### src/rtl/dpic_mem_arbiter.sv
// Two-port (IF read-only, LS read/write) arbiter/sequencer for the single-port DPI-C memory model.
// Optional round-robin arbitration via `define DPIC_MEM_ARB_RR_EN; default is fixed LS-over-IF priority.
module dpic_mem_arbiter #(
   parameter int AW = 64,
   parameter int DW = 64,
   parameter int MW = 8
) (
   input  logic          clk,
   input  logic          rst,
   input  logic          if_req_valid,
   output logic          if_req_ready,
   input  logic [AW-1:0] if_req_addr,
   output logic          if_resp_valid,
   input  logic          if_resp_ready,
   output logic [DW-1:0] if_resp_data,
   input  logic          ls_req_valid,
   output logic          ls_req_ready,
   input  logic [AW-1:0] ls_req_addr,
   input  logic          ls_req_we,
   input  logic [DW-1:0] ls_req_wdata,
   input  logic [MW-1:0] ls_req_wmask,
   output logic          ls_resp_valid,
   input  logic          ls_resp_ready,
   output logic [DW-1:0] ls_resp_data,
   output logic          ls_resp_err,
   output logic          mem_rd_en,
   output logic [AW-1:0] mem_rd_addr,
   input  logic [DW-1:0] mem_rd_data,
   output logic          mem_we_en,
   output logic [AW-1:0] mem_we_addr,
   output logic [DW-1:0] mem_we_data,
   output logic [MW-1:0] mem_we_mask
);

   typedef enum logic [2:0] {IDLE, READ, DATA, WRITE, RESP} state_t;

   typedef struct packed {
      logic          ls;
      logic          we;
      logic [AW-1:0] addr;
      logic [DW-1:0] wdata;
      logic [MW-1:0] wmask;
   } req_t;

   state_t state, state_nxt;
   req_t   req_q;
   logic   idle, if_acc, ls_acc, resp_hs, mask_ok;

   assign idle    = (state == IDLE);
   assign if_acc  = if_req_valid & if_req_ready;
   assign ls_acc  = ls_req_valid & ls_req_ready;
   assign resp_hs = (if_resp_valid & if_resp_ready) | (ls_resp_valid & ls_resp_ready);
   assign mask_ok = (req_q.wmask == MW'(8'h01)) || (req_q.wmask == MW'(8'h03)) ||
                    (req_q.wmask == MW'(8'h0F)) || (req_q.wmask == MW'(8'hFF));

`ifdef DPIC_MEM_ARB_RR_EN
   // last_ls = 1 when LS was granted last; a tie goes to the other port
   logic last_ls;

   assign if_req_ready = idle & (~ls_req_valid | last_ls);
   assign ls_req_ready = idle & (~if_req_valid | ~last_ls);

   always_ff @(posedge clk or negedge rst) begin
      if (!rst)                  last_ls <= 1'b0;
      else if (if_acc | ls_acc)  last_ls <= ls_acc;
   end
`else
   assign if_req_ready = idle & ~ls_req_valid;
   assign ls_req_ready = idle;
`endif

   assign mem_rd_en   = (state == READ);
   assign mem_we_en   = (state == WRITE) & mask_ok;
   assign mem_we_addr = mem_we_en ? req_q.addr  : '0;
   assign mem_we_data = mem_we_en ? req_q.wdata : '0;
   assign mem_we_mask = mem_we_en ? req_q.wmask : '0;

   always_ff @(posedge clk or negedge rst) begin
      if (!rst) state <= IDLE;
      else      state <= state_nxt;
   end

   always_comb begin
      state_nxt = state;
      unique case (state)
         IDLE: begin
            if (ls_acc)      state_nxt = ls_req_we ? WRITE : READ;
            else if (if_acc) state_nxt = READ;
         end
         READ:    state_nxt = DATA;
         DATA:    state_nxt = RESP;
         WRITE:   state_nxt = RESP;
         RESP:    if (resp_hs) state_nxt = IDLE;
         default: state_nxt = IDLE;
      endcase
   end

   always_ff @(posedge clk or negedge rst) begin
      if (!rst) begin
         req_q         <= '0;
         mem_rd_addr   <= '0;
         if_resp_data  <= '0;
         ls_resp_data  <= '0;
         ls_resp_err   <= 1'b0;
         if_resp_valid <= 1'b0;
         ls_resp_valid <= 1'b0;
      end else begin
         if (if_acc | ls_acc) begin
            req_q.ls    <= ls_acc;
            req_q.we    <= ls_acc & ls_req_we;
            req_q.addr  <= ls_acc ? ls_req_addr : if_req_addr;
            req_q.wdata <= ls_req_wdata;
            req_q.wmask <= ls_req_wmask;
            ls_resp_err <= 1'b0;
            // read address is only moved by reads so the free-running memory read stays put
            if (!(ls_acc & ls_req_we))
               mem_rd_addr <= ls_acc ? ls_req_addr : if_req_addr;
         end
         if (state == DATA) begin
            if (req_q.ls) ls_resp_data <= mem_rd_data;
            else          if_resp_data <= mem_rd_data;
         end
         if (state == WRITE) begin
            ls_resp_data <= '0;
            ls_resp_err  <= ~mask_ok;
         end
         // valid rises one cycle into RESP and drops on the edge that sees the handshake
         if_resp_valid <= (state == RESP) & ~req_q.ls & ~(if_resp_valid & if_resp_ready);
         ls_resp_valid <= (state == RESP) &  req_q.ls & ~(ls_resp_valid & ls_resp_ready);
      end
   end

endmodule
### config.mk
export PLATFORM = sky130hd
export DESIGN_NAME = dpic_mem_arbiter
export DESIGN_NICKNAME = d
export VERILOG_FILES = /design/src/rtl/dpic_mem_arbiter.sv
export SDC_FILE = /design/constraint.sdc
export NUM_CORES = 1
export LEC_CHECK = 0
export ABC_CLOCK_PERIOD_IN_PS = 6550
export CORE_AREA = 2 2 232 234
export CTS_CLUSTER_SIZE = 8
export DETAILED_ROUTE_END_ITERATION = 8
export DIE_AREA = 0 0 234 236
export PLACE_DENSITY = 0.56
export REMOVE_ABC_BUFFERS = 1
export SYNTH_ARGS = -nofsm -noshare
export SYNTH_HDL_FRONTEND = slang
export SYNTH_SLANG_ARGS = --single-unit
### constraint.sdc
create_clock -name clk -period 6.55 [get_ports clk]
set_input_delay 1.31 -clock clk [delete_from_list [all_inputs] [get_ports clk]]
set_output_delay 1.31 -clock clk [all_outputs]
set_load 0.005 [all_outputs]
Word level (Yosys, flattened, before mapping)
Index checks and enable logic that the tools add are counted.
{ "totals": {"regBits": 335, "input_bits": 271} }
{ "classes": {"n_reduce_logical": 12, "n_bitwise": 19, "n_mux": 14, "n_eq_ne": 10} }
{ "ops": {"columns": ["op", "count"], "rows": [
  ["64-bit 2-to-1 mux", 6],
  ["3-bit one-hot mux with 4 select lines", 1],
  ["1-bit AND", 11],
  ["3-bit 2-to-1 mux", 3],
  ["8-bit by 1-bit equality test with 1-bit output (second input constant)", 1],
  ["8-bit by 2-bit equality test with 1-bit output (second input constant)", 1],
  ["8-bit by 4-bit equality test with 1-bit output (second input constant)", 1],
  ["8-bit equality test (second input constant)", 1],
  ["8-bit 2-to-1 mux", 1],
  ["2-bit AND reduction", 4],
  ["3-bit by 2-bit equality test with 1-bit output (second input constant)", 2],
  ["1-bit inverter", 6],
  ["2-bit nonzero test", 3],
  ["3-bit by 1-bit equality test with 1-bit output (second input constant)", 1],
  ["3-bit equality test (second input constant)", 1],
  ["3-bit logical NOT", 1],
  ["1-bit logical OR", 3],
  ["3-bit by 1-bit inequality test with 1-bit output (second input constant)", 1],
  ["1-bit 2-to-1 mux", 2],
  ["2-bit 2-to-1 mux", 1],
  ["2-bit inequality test (second input constant)", 1],
  ["1-bit OR", 2],
  ["2-bit OR reduction", 1]
]} }

Longest topological paths before layout
Gate-level depths: netlist of the first run.
{ "depth": {"depth_word": 6, "mapped_depth": 7, "mapped_depth_nobuf": 4} }

Worst setup path after synthesis of the first run
Ideal clock, no wire load.
{ "synth_timing": {"kind": "reg-to-output", "startpoint": "register req_q[4] (netlist name)", "endpoint": "output port mem_we_addr[10]", "path_stages_with_launch": 6, "slack_ps": 3542, "t_arrival_ps": 1698, "required_time_ps": 5240, "cell_sequence": "dfrtp_1 or4_1 a221oi_2 buf_4 clkbuf_2 and2_1"} }
{ "synth_via": {"elab_chain_cells": 6, "word_cells_on_any_way": 9, "cone_classes": "eq/ne (4); mux (1); bitwise (1); reduce/logical (3)"} }
{ "synth_lines": {"columns": ["element", "line_no", "text"], "rows": [
  ["start: declaration", "46", "req_t req_q;"],
  ["8-bit by 1-bit equality test with 1-bit output or 8-bit by 2-bit equality test with 1-bit output (tied branches)", "53", "assign mask_ok = (req_q.wmask == MW'(8'h01)) || (req_q.wmask == MW'(8'h03)) ||"],
  ["1-bit logical OR (2 in a row)", "53", null],
  ["1-bit logical OR *", "54", "(req_q.wmask == MW'(8'h0F)) || (req_q.wmask == MW'(8'hFF));"],
  ["1-bit AND *", "73", "assign mem_we_en = (state == WRITE) & mask_ok;"],
  ["64-bit 2-to-1 mux *", "74", "assign mem_we_addr = mem_we_en ? req_q.addr : '0;"],
  ["end: declaration", "30", "output logic [AW-1:0] mem_we_addr,"]
]} }
Every way passes the cells marked *; elsewhere a longest branch is shown, timed or not.

Worst setup path after layout of the first run
{ "layout_timing": {"startpoint": "register req_q[4] (netlist name)", "endpoint": "output port mem_we_addr[8]"} }
The elaborated chain is that of the path after synthesis.

==> results of run 1 <==
## worst register-to-register path: cells and delay by family (launching register included)
kind                   cells  cell delay (ps)
buffers and inverters      1              820
flip-flops                 1              550
multiplexers               1              520
AND/OR/NAND/NOR            2              950
## stage by stage
| step | setup TNS (ps) | cells |
|---|---|---|
| after global placement | 0 | 2213 |
| after CTS | 0 | 2267 |
| after global routing | 0 | 2267 |
| after floorplan | -192280 | 898 |
| after detailed placement | 0 | 2213 |
| final | 0 | 2268 |
## state kept, by name, indices dropped and copies added, names as in the netlist
signal and cells:
ls_resp_err 1, mem_rd_addr 64, req_q 137, state 3, if_resp_valid 1, if_resp_data 64
ls_resp_data 64, ls_resp_valid 1
## layout by cell type (no fill, tap or decap), drive strengths merged, types with 2 or more instances in the layout
cell	synthesis	layout
clkdlybuf4s50	0	604
nand3	2	2
buf	44	15
nor2	3	3
a221oi	2	2
inv	1	3
dfrtp	335	335
o21ai	2	2
nor3	2	2
or3	2	2
nand2b	3	3
and2	135	135
a22o	64	64
a21oi	3	3
nor3b	2	2
nand2	5	5
nor2b	2	2
clkinv	0	2
clkbuf	20	50
mux2	328	328
a21o	2	2
## cell usage after synthesis, drive strengths merged
cell type	count
a21o	2
a21oi	3
a221oi	2
a22o	64
and2	135
and3	1
buf	44
clkbuf	20
dfrtp	335
inv	1
mux2	328
nand2	5
nand2b	3
nand3	2
nand4	1
nand4b	1
nor2	3
nor2b	2
nor3	2
nor3b	2
nor4b	1
o21ai	2
or3	2
or4	1
## report_power, final
part | switching, W | internal, W | leakage [nW] | total [W]
logic | 0.00130 | 0.00228 | 4.32 | 0.00358
clock network | 0.000891 | 0.00130 | 0.625 | 0.00220
registers | 0.000579 | 0.00309 | 4.03 | 0.00367
## final timing paths
check	start	endpoint	slack (ps)	cells after the start
max reg2reg	state[0]	req_q[123]	3580	4
min in group asynchronous	rst	req_q[29]	670	1
min reg2reg	if_resp_data[53]	if_resp_data[53]	480	1
max	req_q[4]	mem_we_addr[8]	1940	5
min	if_resp_data[53]	if_resp_data[53]	480	1
max in group asynchronous	rst	req_q[76]	4610	2
## logic make-up after synthesis
kind of cell	Yosys count	synth area share
and+or+nand+nor	161	0.0708
buffers and inverters	65	0.0308
muxes	328	0.261
AOI/OAI and AO/OA	73	0.0449
DFF	335	0.592
## layer usage
metal,global-route usage,vias to the layer above
met5,0,-
li1,-,4586
met4,0.0554,6
met1,0.186,4969
met2,0.261,431
met3,0.0756,69
## layout make-up
class / count / area [µm²]
flip-flops and latches: 335 / 8380
repair buffers: 619 / 6200
multi-input cells: 562 / 5380
diodes: 1 / 2.50
inverters: 1 / 3.75
clock inverters: 4 / 53.8
well taps: 696 / 871
clock buffers: 50 / 1220
fillers: 4970 / 31000
==> flow_summary_export.csv, run 1 <==
group,metric,value,unit
worst_setup_path,critPathSlowestCell,"or4_1",
worst_setup_path,critPathTopFamily,"buffers and inverters",
global_routing,grt_max_degree,143,
clock_tree,cts_setup_buffers,0,
clock_tree,root_buffer,"clkbuf_16",
sta,tightest_slew,1060,ps
detailed_routing,wl_per_cell,20.2,µm
detailed_routing,highest_layer,"met5",
detailed_routing,drtAntennaViolNets,0,
synthesis,synth_seq_cells,335,
synthesis,ys_warn_count,0,
finish,nets,1838,
sta,fmax,217,MHz
finish,syn_to_final_growth,56.3,%
placed_design,io_buffers,605,
detailed_routing,drc_errors,0,
placed_design,gp_congestion,0.778,
detailed_routing,wl_met3,5.28,mm
sta,worst_slack,1940,ps
synthesis,synth_area,14100,µm²
finish,design_area,22100,µm²
global_routing,grt_pass1_vias,10900,
clock_tree,tritoncts,"yes",
floorplanning,start_util,0.267,
floorplanning,io_pins,606,
global_routing,antenna_found_initial,4,
worst_setup_path,cp-start-kind,"flip-flop",
worst_setup_path,timing_worst_setup_path_type,"reg2out",
synthesis,syn_avg_cell_area,14.7,µm²
clock_tree,cts_num_sinks,335,
detailed_routing,post_drt_via_cell_ratio,4.44,
floorplanning,dieArea,55200,µm²
sta,drv_slew,0,
clock_tree,clk_pin_slew,50,ps
floorplanning,die_w,234,µm
detailed_routing,drt_pass1_iterations,4,
synthesis,synth_top_cell_by_area,"dfrtp_1",
hold_path,hp-class,"reg2reg",
power,p_leak,8.98,nW
placed_design,postPlaceCellArea,20800,µm²
placed_design,dp.final_hpwl,33.1,mm
sta,finalSetupViolations,0,
sta,grt_setup_unrepaired,"no",
finish,fin_util,0.417,
clock_tree,h-tree-depth,2,
sta,hold_viol,0,
power,peakVddDrop,0.254,mV
synthesis,synth_area_leaders,"dfrtp_1 59%, mux2_2 25%, and2_1 6.0%, a22o_1 4.0%, buf_6 1.5%",
worst_setup_path,max_stage_delay,610,ps
detailed_routing,num_vias,10100,
placed_design,place_worst_setup_slack,2510,ps
power,p_total,0.00945,W
worst_setup_path,cp.required,5240,ps
detailed_routing,route.met2.wl,21.4,mm
detailed_routing,dr.first_iter.drc_count,377,
clock_tree,cts_inserted_buffers,48,
global_routing,gr-usage-all-layers,0.161,
global_routing,grt_overflow,0,
clock_tree,postCtsHoldBufs,0,
detailed_routing,drt-total-wl,45.8,mm
detailed_routing,met1_length,17.7,mm
sta,holdWs,480,ps
sta,fin_crit,4610,ps
floorplanning,die_h,236,µm
floorplanning,rows,85,
clock_tree,clockBufferDepth,3,
synthesis,syn_inst,962,
worst_setup_path,end_kind,"output port",
run_status,outcome,"finished clean",
clock_tree,worstSkewPairLatency,570,ps
synthesis,yosys.area.top_type_share,0.592,
sta,skew,19.0,ps
sta,slew_headroom,0.293,
synthesis,yosysSeqAreaShare,0.592,
clock_tree,post_cts_resized,0,
run,max_cap_violations,0,
worst_setup_path,crit_fanout,76,
worst_setup_path,crit_chain,"or4_1, a221oi_4, buf_12, and2_1, clkdlybuf4s50_1",
global_routing,grt_pass1_wl,67.9,mm
power,powerDensity,427,nW/µm²
synthesis,synth_cell_type_count,33,
worst_setup_path,arrival,3300,ps
sta,fin_crit_sh,0.703,
worst_setup_path,critPathBufInv,2,
finish,final_layout_size_suffix_gt1_frac,0.250,
floorplanning,core,53100,µm²
No activity file was read; power rests on OpenSTA's default activity.
==> run 2, diff against run 1 <==
Settings changed: ABC_CLOCK_PERIOD_IN_PS 6550 to 4000, CORE_AREA 2 2 232 234 to 2 2 238 240, DIE_AREA 0 0 234 236 to 0 0 240 242.
Clock period 6.55 ns to 4 ns, I/O delays scaled along.
==> run 2 against run 1 <==
Compared with the run above:
- final area is 0.81% higher
- final cell count rose by 3.0%
- global-route usage down 0.79 points
- flip-flop and latch count stayed put
- clock power is 61% higher
- sequential power increased by 65%
- via count is 0.12% higher
- routed wire length increased by 0.95%
- count of clock-buffer cells in the layout stayed put
- worst hold slack got worse by 170 ps
- non-clock buffer count up 8
- combinational power is 64% higher
- critical path type unchanged
- critical endpoint is now mem_we_data[32]
- largest power group unchanged
==> flow_summary_export.csv, run 2 (synthesized netlist as in run 1, its figures left out) <==
group,metric,value,unit
run_status,outcome,"finished clean",
finish,layout_commonest_cell,"clkdlybuf4s50_1",
detailed_routing,drc_errors,0,
floorplanning,start_util,0.254,
worst_setup_path,cp-start-kind,"flip-flop",
sta,drv_slew,0,
detailed_routing,drt_pass1_iterations,4,
power,netSwitchingPower,0.00449,W
floorplanning,core,55700,µm²
clock_tree,cts_inserted_buffers,48,
clock_tree,worstSkewPairLatency,560,ps
worst_setup_path,worstReg2RegEnd,"req_q[78]",
power,combPwrFrac,0.379,
clock_tree,h-tree-depth,2,
finish,nets,1846,
finish,fin_util,0.400,
worst_setup_path,timing.rr.start,"state[0]",
global_routing,grt_pass1_wl,68.4,mm
power,sw_frac_of_total,0.291,
finish,syn_to_final_growth,57.6,%
floorplanning,io_pins,606,
floorplanning,dieArea,58100,µm²
placed_design,place_worst_setup_slack,652,ps
finish,antenna_cells,0,
clock_tree,clockBufferDepth,3,
sta,worst_slack,163,ps
clock_tree,root_buffer,"clkbuf_16",
global_routing,met1_usage,0.173,
floorplanning,die_w,240,µm
clock_tree,cts_num_sinks,335,
worst_setup_path,cp.required,3200,ps
run,max_cap_violations,0,
global_routing,use_met3,0.0629,
worst_setup_path,arrival,3040,ps
worst_setup_path,end_kind,"output port",
worst_setup_path,rr_worst_depth,4,
detailed_routing,wl_per_cell,19.8,µm
worst_setup_path,critPathSlowestCell,"or4_1",
placed_design,postPlaceCellArea,21000,µm²
global_routing,grt_pass1_vias,11100,
worst_setup_path,endpoint,"mem_we_data[32]",
finish,design_area,22300,µm²
floorplanning,die_h,242,µm
placed_design,dp.final_hpwl,33.4,mm
power,peakVddDrop,0.504,mV
finish,final_cell_mix,"604 x clkdlybuf4s50_1, 335 x dfrtp_1, 317 x mux2_2",
sta,hold_viol,0,
sta,holdWs,306,ps
worst_setup_path,crit_fanout,58,
global_routing,grt_overflow,0,
power,seq_power_share,0.391,
finish,fillerInstances,5328,
detailed_routing,num_vias,10100,
finish,final_layout_size_suffix_gt1_frac,0.253,
global_routing,grtUsageMet2,0.263,
power,p_leak,9.03,nW
sta,fin_crit,3840,ps
power,pwr-share-clk,0.230,
worst_setup_path,max_stage_delay,570,ps
detailed_routing,drtAntennaViolNets,0,
hold_path,hp-class,"in2async",
detailed_routing,dr.first_iter.drc_count,372,
worst_setup_path,crit_chain,"or4_1, a221oi_4, buf_4, buf_12, and2_1, clkdlybuf4s50_1",
finish,largest_register_ffs,137,
worst_setup_path,path_depth,6,
worst_setup_path,critPathTopFamily,"buffers and inverters",
detailed_routing,post_drt_via_cell_ratio,4.31,
global_routing,grt_max_degree,117,
power,powerDensity,693,nW/µm²
detailed_routing,drt-total-wl,46.2,mm
worst_setup_path,critPathBufInv,3,
placed_design,io_buffers,605,
clock_tree,tritoncts,"yes",
sta,skew,17.3,ps
sta,fmax,261,MHz
global_routing,gr-usage-all-layers,0.153,
sta,tightest_slew,937,ps
sta,finalSetupViolations,0,
worst_setup_path,timing_worst_setup_path_type,"reg2out",
worst_setup_path,reg2reg_setup_slack,1570,ps
floorplanning,rows,87,
worst_setup_path,crit_path_start,"req_q[7]",
power,power.internal,0.0110,W
finish,regMostFlops,"req_q",
sta,fin_crit_sh,0.959,
clock_tree,clk_pin_slew,50,ps
placed_design,gp_congestion,0.770,
global_routing,busiest_layer,"met2",
global_routing,antenna_found_initial,1,
sta,grt_setup_unrepaired,"no",
sta,slew_headroom,0.375,
## run 2: cell count changes in the layout (fill, tap and decap cells not counted), sizes merged
cell / delta
buf: +7
clkbuf: +1
clkinv: -1
clkinvlp: +1
diode: -1
## run 2: layer usage
| layer | wire (µm) | part of all wire |
|---|---|---|
| met1 | 18100 | 0.39 |
| met2 | 22400 | 0.48 |
| met3 | 4700 | 0.10 |
| met4 | 1040 | 0.022 |
| met5 | 13 | 0.00028 |
## run 2: repair_timing
| action | 4_1_cts | 5_1_grt |
|---|---|---|
| setup buffers | 0 | 2 |
| hold endpoints to repair | 0 | 0 |
| resized for setup | 0 | 5 |
| endpoints found under the setup margin | 0 | 71 |
| hold buffers | 0 | 0 |
## run 2: power by group through the flow
stage	logic, W	registers (W)	clock network [W]
after floorplan	0.00294	0.00596	0
after CTS	0.00598	0.00607	0.00369
after global routing	0.00630	0.00625	0.00384
after global placement	0.00589	0.00606	0
final	0.00586	0.00604	0.00355
after detailed placement	0.00596	0.00608	0
## run 2: per-stage QoR
stage                     instances  setup TNS (ps)  power (W)
after floorplan                 898         -705510    0.00891
after global placement         2278               0     0.0119
after detailed placement       2278               0     0.0120
after CTS                      2332               0     0.0157
after global routing           2335               0     0.0164
final                          2335               0     0.0155
## run 2: layout make-up
type                    count  area (µm²)  share of cell area
clock buffers              50        1230              0.0552
clock inverters             4        30.0             0.00135
inverters                   1        3.75            0.000168
multi-input cells         562        5380               0.241
flip-flops and latches    335        8380               0.376
well taps                 756         946              0.0424
repair buffers            627        6320               0.284
## run 2: worst min-delay path by stage
stage	from	endpoint	cells after the start
finish	rst	if_resp_data[36]	1
global route	rst	if_resp_data[36]	1
CTS	rst	if_resp_data[36]	1
detailed placement	if_resp_data[33]	if_resp_data[33]	1
global placement	if_resp_data[23]	if_resp_data[23]	1
floorplan	req_q[100]	req_q[100]	1
==> run 3, diff against run 2 <==
Settings changed: SETUP_SLACK_MARGIN from default to 0.3.
==> run 3 against run 2 <==
Compared with the run above:
- sequential share of layout area is 0.47 points lower
- largest power group unchanged
- die area is the same
- clock skew shrank 3.1 ps
==> flow_summary_export.csv, run 3 (synthesized netlist as in run 1, its figures left out) <==
group,metric,value,unit
detailed_routing,post_drt_via_cell_ratio,4.32,
sta,slew_headroom,0.374,
floorplanning,dieArea,58100,µm²
run_status,outcome,"finished clean",
power,netSwitchingPower,0.00452,W
finish,fillerInstances,5315,
global_routing,grt_pass1_vias,11200,
finish,final_cell_mix,"567 x clkdlybuf4s50_1, 333 x dfrtp_1, 317 x mux2_2",
floorplanning,die_h,242,µm
finish,layout_commonest_cell,"clkdlybuf4s50_1",
power,sw_frac_of_total,0.291,
worst_setup_path,timing_worst_setup_path_type,"reg2out",
power,powerDensity,687,nW/µm²
finish,syn_to_final_growth,59.6,%
detailed_routing,drt-total-wl,48.1,mm
placed_design,dp.final_hpwl,33.4,mm
power,seq_power_share,0.390,
clock_tree,root_buffer,"clkbuf_16",
sta,fmax,268,MHz
detailed_routing,dr.first_iter.drc_count,381,
clock_tree,worstSkewPairLatency,560,ps
sta,fin_crit_sh,0.934,
finish,fin_cells,2351,
global_routing,grt_pass1_wl,69.9,mm
sta,hold_viol,0,
detailed_routing,wl_per_cell,20.5,µm
clock_tree,clockBufferDepth,3,
worst_setup_path,arrival,2940,ps
placed_design,io_buffers,605,
power,p_leak,9.46,nW
global_routing,grt_max_degree,114,
worst_setup_path,crit_fanout,29,
global_routing,gr-usage-all-layers,0.158,
finish,nets,1862,
clock_tree,cts_num_sinks,335,
detailed_routing,drt_pass1_iterations,4,
floorplanning,rows,87,
finish,regArea,8390,µm²
clock_tree,clk_pin_slew,50,ps
sta,drv_slew,0,
sta,tightest_slew,939,ps
finish,antenna_cells,0,
floorplanning,die_w,240,µm
floorplanning,io_pins,606,
floorplanning,core,55700,µm²
worst_setup_path,end_kind,"output port",
clock_tree,cts_inserted_buffers,48,
clock_tree,tritoncts,"yes",
worst_setup_path,cp.required,3200,ps
clock_tree,h-tree-depth,2,
sta,finalSetupViolations,0,
sta,fin_crit,3740,ps
power,pwr-share-clk,0.229,
sta,grt_setup_unrepaired,"yes",
detailed_routing,drtAntennaViolNets,0,
power,combPwrFrac,0.381,
global_routing,antenna_found_initial,2,
power,power.internal,0.0110,W
hold_path,hp-class,"in2async",
finish,multiInputGateArea,5390,µm²
sta,skew,14.3,ps
placed_design,dp_cells,2278,
finish,regMostFlops,"req_q",
run,max_cap_violations,0,
finish,largest_register_ffs,137,
worst_setup_path,cp-start-kind,"flip-flop",
global_routing,grt_overflow,0,
power,peakVddDrop,0.505,mV
placed_design,gp_congestion,0.770,
detailed_routing,num_vias,10200,
finish,final_layout_size_suffix_gt1_frac,0.263,
detailed_routing,drc_errors,0,
floorplanning,start_util,0.254,
sta,tns,0,ps
clock_tree,postCtsHoldBufs,0,
==> run 3: cell count changes in the layout (fill, tap and decap cells not counted) <==
| cell | change |
|---|---|
| dlymetal6s2s_1 | +8 |
| dlygate4sd2_1 | +29 |
| buf_4 | +6 |
| dfrtp_2 | +2 |
| buf_16 | +5 |
| dfrtp_1 | -2 |
| buf_12 | +2 |
| clkdlybuf4s50_1 | -37 |
| or4_1 | -1 |
| or4_4 | +1 |
| clkbuf_16 | +3 |
==> run 3: critical path, cell delays in order, from the launching register on <==
cell and delay [ps]:
dfrtp_2 430, or4_4 520, a221oi_4 340, buf_4 230, buf_16 180, and2_1 130
clkdlybuf4s50_1 540
==> run 3: worst paths after layout <==
path                                   from               end  slack (ps)  cells past startpoint
max                                req_q[7]   mem_we_data[25]         260                      6
min                                     rst  if_resp_data[36]         300                      1
max reg2reg                        state[2]         req_q[86]        1650                      4
min reg2reg                if_resp_data[27]  if_resp_data[27]         480                      1
max in group asynchronous               rst        req_q[100]        2710                      2
min in group clk           if_resp_data[27]  if_resp_data[27]         480                      1
==> run 3: routing by layer <==
layer / track usage / part of all wire
met5: 0 / 0.00027
met4: 0.0462 / 0.022
met3: 0.0636 / 0.10
met2: 0.273 / 0.49
met1: 0.177 / 0.38
==> run 3: power by group through the flow <==
stage                     registers (W)  clock network, W  logic, W
final                           0.00604           0.00355   0.00591
after CTS                       0.00607           0.00369   0.00601
after floorplan                 0.00596                 0   0.00294
after detailed placement        0.00608                 0   0.00596
after global placement          0.00606                 0   0.00589
after global routing            0.00625           0.00384   0.00635
==> run 3: final cells by class <==
type / instances / share of cell area
inverters: 1 / 0.000166
clock inverters: 4 / 0.00133
well taps: 756 / 0.0419
flip-flops and latches: 335 / 0.371
repair buffers: 643 / 0.292
multi-input cells: 562 / 0.238
clock buffers: 50 / 0.0545
==> run 3: repair_timing <==
item | 4_1_cts | 5_1_grt
setup endpoints to repair | 136 | 110
cloned | 4 | 5
pin swaps | 1 | 0
gates resized for setup | 43 | 8
endpoints found under the hold margin | 0 | 0
setup buffers | 9 | 1
==> run 3: through the flow <==
stage	setup slack, ps	instance area (µm²)	power [W]	util	hold slack, ps
6_report	264	22600	0.0155	0.405	300
5_1_grt	148	22600	0.0164	0.405	361
4_1_cts	194	22400	0.0158	0.403	331
3_5_place_dp	652	21000	0.0120	0.377	477
3_3_place_gp	717	21000	0.0119	0.377	469
2_1_floorplan	-3470	13700	0.00891	-	472
